[src/rtl/imem_loader.sv]
// -----------------------------------------------------------------------------
// imem_loader
//   Boot-time program loader on the write side of the instruction memory.
//   Receives a byte stream (valid/ready), assembles big-endian 32-bit words and
//   writes them to consecutive imem word addresses starting at 0. The CPU is
//   held (cpu_hold) while a load is in progress and after a failed load.
//
//   Frame: header byte N (word count), N*4 data bytes MSB first, and a
//   checksum byte (XOR of all data bytes) when CHECKSUM_EN is defined.
//
// Configuration macro:
//   CHECKSUM_EN  adds the running-XOR register and the CHK state.
//
// Ports:
//   clk       system clock, rising edge
//   reset_n   asynchronous active-low reset
//   start     1-cycle pulse, begins a load from IDLE, DONE or ERR
//   rx_valid  stream byte available
//   rx_data   stream byte
//   rx_ready  loader accepts a byte this cycle
//   imem_we   imem write enable (single cycle per word)
//   imem_wa   imem word address (holds when imem_we=0)
//   imem_wd   imem write data   (holds when imem_we=0)
//   cpu_hold  keep CPU stalled
//   busy      load in progress
//   done      sticky: last load completed OK
//   error     sticky: last load failed
// -----------------------------------------------------------------------------
module imem_loader #(
  parameter int ADDR_W = 6
) (
  input  logic              clk,
  input  logic              reset_n,
  input  logic              start,
  input  logic              rx_valid,
  input  logic [7:0]        rx_data,
  output logic              rx_ready,
  output logic              imem_we,
  output logic [ADDR_W-1:0] imem_wa,
  output logic [31:0]       imem_wd,
  output logic              cpu_hold,
  output logic              busy,
  output logic              done,
  output logic              error
);

  // Counters are one bit wider than the address so N == 2**ADDR_W fits.
  localparam int CW    = ADDR_W + 1;
  localparam int DEPTH = 1 << ADDR_W;

  typedef enum logic [2:0] {
    S_IDLE, S_HDR, S_DATA, S_WRITE, S_CHK, S_DONE, S_ERR
  } state_t;

  state_t          state_reg, state_next;
  logic [1:0]      bcnt_reg;
  logic [CW-1:0]   widx_reg;
  logic [CW-1:0]   wcnt_reg;
  logic [23:0]     word_reg;

`ifdef CHECKSUM_EN
  logic [7:0]      csum_reg;
  localparam state_t S_END = S_CHK;
`else
  localparam state_t S_END = S_DONE;
`endif

  logic xfer;
  logic start_ok;
  logic last_word;
  logic hdr_big;

  // rx_ready is a registered decode of the state, so it is already 0 in every
  // state that must ignore rx_valid.
  assign xfer      = rx_valid & rx_ready;
  assign start_ok  = start & ((state_reg == S_IDLE) || (state_reg == S_DONE) ||
                              (state_reg == S_ERR));
  assign last_word = (widx_reg + CW'(1)) >= wcnt_reg;
  assign hdr_big   = 32'(rx_data) > 32'(DEPTH);

  always_comb begin
    state_next = state_reg;
    case (state_reg)
      S_IDLE, S_DONE, S_ERR: if (start_ok) state_next = S_HDR;
      S_HDR: begin
        if (xfer) begin
          if (rx_data == 8'h00) state_next = S_END;
          else if (hdr_big)     state_next = S_ERR;
          else                  state_next = S_DATA;
        end
      end
      S_DATA:  if (xfer && bcnt_reg == 2'd3) state_next = S_WRITE;
      S_WRITE: state_next = last_word ? S_END : S_DATA;
      S_CHK: begin
        if (xfer) begin
`ifdef CHECKSUM_EN
          state_next = (rx_data == csum_reg) ? S_DONE : S_ERR;
`else
          state_next = S_ERR;
`endif
        end
      end
      default: state_next = S_IDLE;
    endcase
  end

  always_ff @(posedge clk or negedge reset_n) begin
    if (!reset_n) begin
      state_reg <= S_IDLE;
      rx_ready  <= 1'b0;
      imem_we   <= 1'b0;
      imem_wa   <= '0;
      imem_wd   <= '0;
      cpu_hold  <= 1'b0;
      busy      <= 1'b0;
      done      <= 1'b0;
      error     <= 1'b0;
      bcnt_reg  <= '0;
      widx_reg  <= '0;
      wcnt_reg  <= '0;
      word_reg  <= '0;
`ifdef CHECKSUM_EN
      csum_reg  <= '0;
`endif
    end else begin
      state_reg <= state_next;

      // Outputs decoded from the next state so they change together with it.
      rx_ready <= (state_next == S_HDR) || (state_next == S_DATA) ||
                  (state_next == S_CHK);
      imem_we  <= (state_next == S_WRITE);
      busy     <= (state_next == S_HDR) || (state_next == S_DATA) ||
                  (state_next == S_WRITE) || (state_next == S_CHK);
      cpu_hold <= !((state_next == S_IDLE) || (state_next == S_DONE));
      done     <= (state_next == S_DONE);
      error    <= (state_next == S_ERR);

      if (start_ok) begin
        bcnt_reg <= '0;
        widx_reg <= '0;
        wcnt_reg <= '0;
`ifdef CHECKSUM_EN
        csum_reg <= '0;
`endif
      end

      if (state_reg == S_HDR && xfer && !hdr_big)
        wcnt_reg <= CW'(rx_data);

      if (state_reg == S_DATA && xfer) begin
        bcnt_reg <= bcnt_reg + 2'd1;
        word_reg <= {word_reg[15:0], rx_data};
`ifdef CHECKSUM_EN
        csum_reg <= csum_reg ^ rx_data;
`endif
        // Address and data are loaded only for a write, so they hold otherwise.
        if (bcnt_reg == 2'd3) begin
          imem_wa <= widx_reg[ADDR_W-1:0];
          imem_wd <= {word_reg, rx_data};
        end
      end

      if (state_reg == S_WRITE)
        widx_reg <= widx_reg + CW'(1);
    end
  end

endmodule

[config.mk]
export PLATFORM = sky130hd
export DESIGN_NAME = imem_loader
export DESIGN_NICKNAME = d
export VERILOG_FILES = /design/src/rtl/imem_loader.sv
export SDC_FILE = /design/constraint.sdc
export NUM_CORES = 1
export LEC_CHECK = 0
export BUFFER_PORTS_ARGS = -buffer_cell sky130_fd_sc_hd__buf_4
export CAP_MARGIN = 20
export CORE_MARGIN = 2
export CORE_UTILIZATION = 40
export CTS_CLUSTER_DIAMETER = 120
export DETAILED_ROUTE_END_ITERATION = 16
export GPL_TIMING_DRIVEN = 0
export PLACE_DENSITY_LB_ADDON = 0.15
export SKIP_LAST_GASP = 1
export SLEW_MARGIN = 20
export SYNTH_ARGS = -nofsm -noshare
export SYNTH_HDL_FRONTEND = slang
export SYNTH_SLANG_ARGS = --single-unit
[constraint.sdc]
create_clock -name clk -period 2.3 [get_ports clk]
set_input_delay 0.345 -clock clk [delete_from_list [all_inputs] [get_ports clk]]
set_output_delay 0.345 -clock clk [all_outputs]
set_load 0.005 [all_outputs]
; ---- After elaboration in Yosys (flattened, before gate mapping)
; Cells that the tools add are included.
[totals]
mem_count = 0
reg_bits = 87
in_bits = 12
rom_bits = 0
wordCells = 66
ramBits = 0
latch_bits = 0
out_inout_bits = 44
[op_classes]
order_cmp = 2
bitwise = 2
n_div = 0
reduce_logical = 21
n_addsub = 2
mux = 13
n_eq_ne = 13
multipliers = 0
shifts = 0
[op_table]
columns = cell, n
row1 = 3-bit two-way mux, 7
row2 = 7-bit two-way mux, 3
row3 = 3-bit equality test (second input constant), 6
row4 = 3-bit case mux with 5 select lines, 1
row5 = 3-bit by 2-bit equality test with 1-bit output (second input constant), 4
row6 = 8-bit by 7-bit > comparator with 1-bit output (second input constant), 1
row7 = 8-bit logical NOT, 1
row8 = 7-bit by 1-bit adder with 7-bit output (second input constant), 1
row9 = 7-bit >= comparator, 1
row10 = 1-bit logical OR, 7
row11 = 3-bit by 1-bit equality test with 1-bit output (second input constant), 2
row12 = 3-bit logical NOT, 2
row13 = 2-bit nonzero test, 3
row14 = 1-bit logical AND, 4
row15 = 2-bit two-way mux, 2
row16 = 3-bit OR reduction, 1
row17 = 2-bit by 1-bit adder with 2-bit output (second input constant), 1
row18 = 1-bit bitwise AND, 2
row19 = 2-bit equality test (second input constant), 1
row20 = 1-bit logical NOT, 2
row21 = 2-bit AND reduction, 1

; ---- Depth between registers and ports, before layout
[logic_depth]
word_depth = 10
ltp_mapped = 11
mapped_depth_nobuf = 11

; ---- Least setup slack after synthesis
; Ideal clock, no wire load.
[synth_path]
path_type = register to register
from = register widx_reg[0]
to = register cpu_hold
synth_period_minus_slack_ps = 2144
n_path_buf = 0
setup_time_ps = 88
required_ps = 2212
setup_slack_ps = 156
stages_incl_launch_ff = 12
arrival_time_ps = 2056
cell_sequence = dfrtp_1 -> ha_1 -> nand3_1 -> nor2_1 -> xor2_1 -> ha_1 -> a21oi_1 -> and3_1 -> o21ai_0 -> nand3_1 -> o21ai_1 -> a41oi_1
[synth_between]
elab_chain_len = 7
word_cells_on_any_way = 8
cone_classes = 1 x add/sub / 1 x order compare / 1 x eq/ne / 2 x mux / 3 x reduce/logical
[synth_lines]
columns = item, line
row1 = start: declaration, 57  ; logic [CW-1:0] widx_reg;
row2 = start signal: assignment, 164  ; widx_reg <= widx_reg + CW'(1);
row3 = 7-bit by 1-bit adder with 7-bit output *, 78  ; assign last_word = (widx_reg + CW'(1)) >= wcnt_reg;
row4 = 7-bit >= comparator *, 78
row5 = 3-bit two-way mux *, 93  ; S_WRITE: state_next = last_word ? S_END : S_DATA;
row6 = 3-bit case mux with 5 select lines *, 83  ; case (state_reg)
row7 = 3-bit equality test / 3-bit logical NOT (equally long branches), 134  ; cpu_hold <= !((state_next == S_IDLE) || (state_next == S_DONE));
row8 = 1-bit logical OR *, 134
row9 = 1-bit logical NOT *, 134
row10 = end signal: assignment, 134
row11 = end: declaration, 41  ; output logic cpu_hold,
; Every way passes the cells marked *; elsewhere a longest branch is shown, timed or not.
; A chain may end at the register's enable or synchronous reset.

; ---- Final worst setup path
[layout_path]
from = register widx_reg[1]
to = register cpu_hold
; The elaborated chain is that of the path after synthesis.

==> results.json <==
{
  "diodes": 0,
  "die_y_um": 100.3,
  "synthesis.area_per_instance_sq_um": 13.59,
  "detailroute.via_count": 2383,
  "worstPathArrival_ns": 2.45,
  "path_buf_inv": 0,
  "grt_util_met1_pct": 23.17,
  "core_region_area_sq_um": 9109,
  "rows": 35,
  "layout-area-overhead-vs-synth_pct": 23.34,
  "h_tree_depth_reported_by_cts": 3,
  "post_dp_hpwl_um": 5081,
  "cts_tree": "done",
  "io_pins": 56,
  "grt_first_pass_wirelength_um": 12520,
  "cts_buffers": 9,
  "timing.critical_path.max_delay_family": "simple AND/OR/NAND/NOR gates",
  "critical_path.cell_chain": "ha_4 -> nand3_1 -> nor2_2 -> xor2_2 -> ha_4 -> a21oi_1 -> and3_1 -> o21ai_2 -> nand3_2 -> o21ai_2 -> a41oi_2",
  "slew_headroom_pct": 47.10,
  "preCtsSetupSlack_ns": -0.2489,
  "finalPower_mw": 4.137,
  "flip_flop_count_of_the_largest_register_all_copies_and_words_added": 32,
  "floorplan.initialDensity_pct": 40.73,
  "initial_drc_count": 86,
  "max_freq_mhz": 459.3,
  "synth.distinct_cells": 45,
  "timing.critical_path.slowest_cell_delay_ns": 0.40,
  "p_per_area_nw_per_um2": 904.1,
  "synth.yosys.warnings": 0,
  "drive_gt1_share_pct": 45.87,
  "post_synth_instance_area_sq_um": 3710,
  "global_route.peak_usage_layer": "met2",
  "clk_pin_slew_ns": 0.09,
  "most_used_cells_in_the_layout_excluding_fill_and_tap_cells": "86 x sky130_fd_sc_hd__dfrtp_1, 62 x sky130_fd_sc_hd__buf_4, 56 x sky130_fd_sc_hd__mux2_2",
  "port_buffers": 55,
  "drv_slew": 0,
  "required_time_reported_for_the_critical_path_endpoint_ns": 2.58,
  "globalRouteTotalUtil_pct": 16.10,
  "critPathKind": "reg2reg",
  "cts.path.max_buffers": 2,
  "setup_tns_ns": 0,
  "clock-skew-final_ns": 0.009281,
  "finalCriticalPeriod_ns": 2.177,
  "total_cell_area_at_the_placement_stage_sq_um": 4262,
  "end_kind": "flop",
  "antenna_violating_nets_post_route": 0,
  "asyncSetResetFlopFracSynth_pct": 100.0,
  "tightest_slew_ns": 0.7935,
  "worst_ir_drop_on_vdd_v": 0.0003908,
  "wire_per_inst_um": 16.15,
  "synth_edf_count": 0,
  "detail_route.vias_per_cell": 5.158,
  "finalNetCount": 367,
  "post-route-period-util_pct": 94.66,
  "path_max_fanout": 4,
  "die_width_um": 100.3,
  "synth_sequential_area_ratio_pct": 58.68,
  "grt_start_max_net_pins": 88,
  "finalInstanceArea_sq_um": 4576,
  "hold_crit_class": "in2async",
  "holdBufCountCts": 0,
  "worst_setup_path_start_kind": "flop",
  "synth-seq-cells": 87,
  "final_design_utilization_pct": 50.23,
  "regArea_sq_um": 2178,
  "placedCellCount": 439,
  "grtUsageMet3_pct": 4.666,
  "postSynth.topFlopCell": "sky130_fd_sc_hd__dfrtp_1",
  "num-fill-cells": 819,
  "max-cap-violations": 0,
  "root_buffer": "sky130_fd_sc_hd__clkbuf_8",
  "crit_slowest_cell": "sky130_fd_sc_hd__dfrtp_1",
  "stdcell_count": 462,
  "routed_wl_um": 7463,
  "syn_inst": 273,
  "clock_latency_ns": 0.36,
  "status": "finished, final reports clean",
  "leak_pwr_nw": 2.323,
  "leftover_overflow_at_the_end_of_global_routing": 0,
  "synth_fp_nets": 294,
  "multi_input_area_sq_um": 1503,
  "first_global_vias": 2421,
  "drc": 0,
  "die-area_sq_um": 10060,
  "setup-violations-final": 0,
  "cts.sinks": 87,
  "final_hold_viol_count": 0,
  "final_estimated_routing_congestion_in_global_placement": 0.7800,
  "detail_route.first_pass.iterations": 4,
  "number_of_antenna_violations_at_the_first_check_in_global_routing": 0,
  "postLayoutSetupSlackWorst_ns": 0.1229,
  "met2_demand_to_capacity_share_in_global_routing_pct": 23.54,
  "hold_ws_ns": 0.001103,
  "most_common_cell_after_layout_fill_and_taps_aside": "sky130_fd_sc_hd__dfrtp_1"
}
final timing paths:
check                            startpoint          end  slack [ns]  depth (start not counted)
worst max-delay path            widx_reg[1]     cpu_hold        0.12                         11
worst min-delay path                reset_n   imem_wa[0]       0.001                          1
worst max register to register  widx_reg[1]     cpu_hold        0.12                         11
worst min register to register  wcnt_reg[3]  wcnt_reg[3]        0.50                          1
max in group asynchronous           reset_n   imem_wa[4]        1.71                          1
min in group clk                 rx_data[6]  word_reg[6]        0.27                          2
Yosys cell counts (all sizes together) (2+ instances only):
library cell | number | area share (%)
nor2b | 3 | 0.57
xor2 | 2 | 0.47
and3 | 2 | 0.34
mux2 | 63 | 19
inv | 7 | 0.71
dfrtp | 87 | 59
nand2 | 14 | 1.4
clkbuf | 2 | 0.20
nand2b | 3 | 0.51
o21ai | 11 | 1.5
xnor2 | 3 | 0.71
nor3b | 3 | 1.2
nor2 | 6 | 0.67
nand3 | 12 | 1.6
nand3b | 2 | 0.40
nor3 | 2 | 0.27
ha | 9 | 3.0
a21o | 3 | 0.64
nand4 | 3 | 0.51
a21oi | 6 | 0.91
buf | 9 | 1.4
a22o | 7 | 1.7
logic make-up after synthesis:
logic type | synth area share, %
mux | 19.39
simple gates | 9.141
fa+ha+maj | 3.035
compound gates | 6.273
buf+inv | 2.293
flops | 58.68
xor+xnor | 1.181
power breakdown:
group	total [mW]	switching, mW	internal [mW]	leakage, nW
clock	1.07	0.561	0.508	0.0891
sequential	2.00	0.205	1.79	1.18
combinational	1.07	0.521	0.549	1.05
area by class of cell:
cell class	instances	share of cell area [%]
Sequential cell	87	47.61
Multi-Input combinational cell	168	32.84
Timing Repair Buffer	63	10.42
Tap cell	111	3.035
Clock buffer	10	2.789
Clock inverter	6	1.531
Buffer	10	1.203
Inverter	7	0.5742
layer usage:
metal	up-vias	part of all wire (%)
met5	-	0
met4	0	1.4
met3	9	4.4
met2	44	45
met1	1214	49
li1	1116	-
repair_timing:
item / in CTS / in global routing
buffers inserted: 8 / 0
resized for setup: 4 / 7
endpoints found under the hold margin: 0 / 0
endpoints found under the setup margin: 6 / 6
pin swaps: 4 / 4
Power figures use the tool's default switching activity.
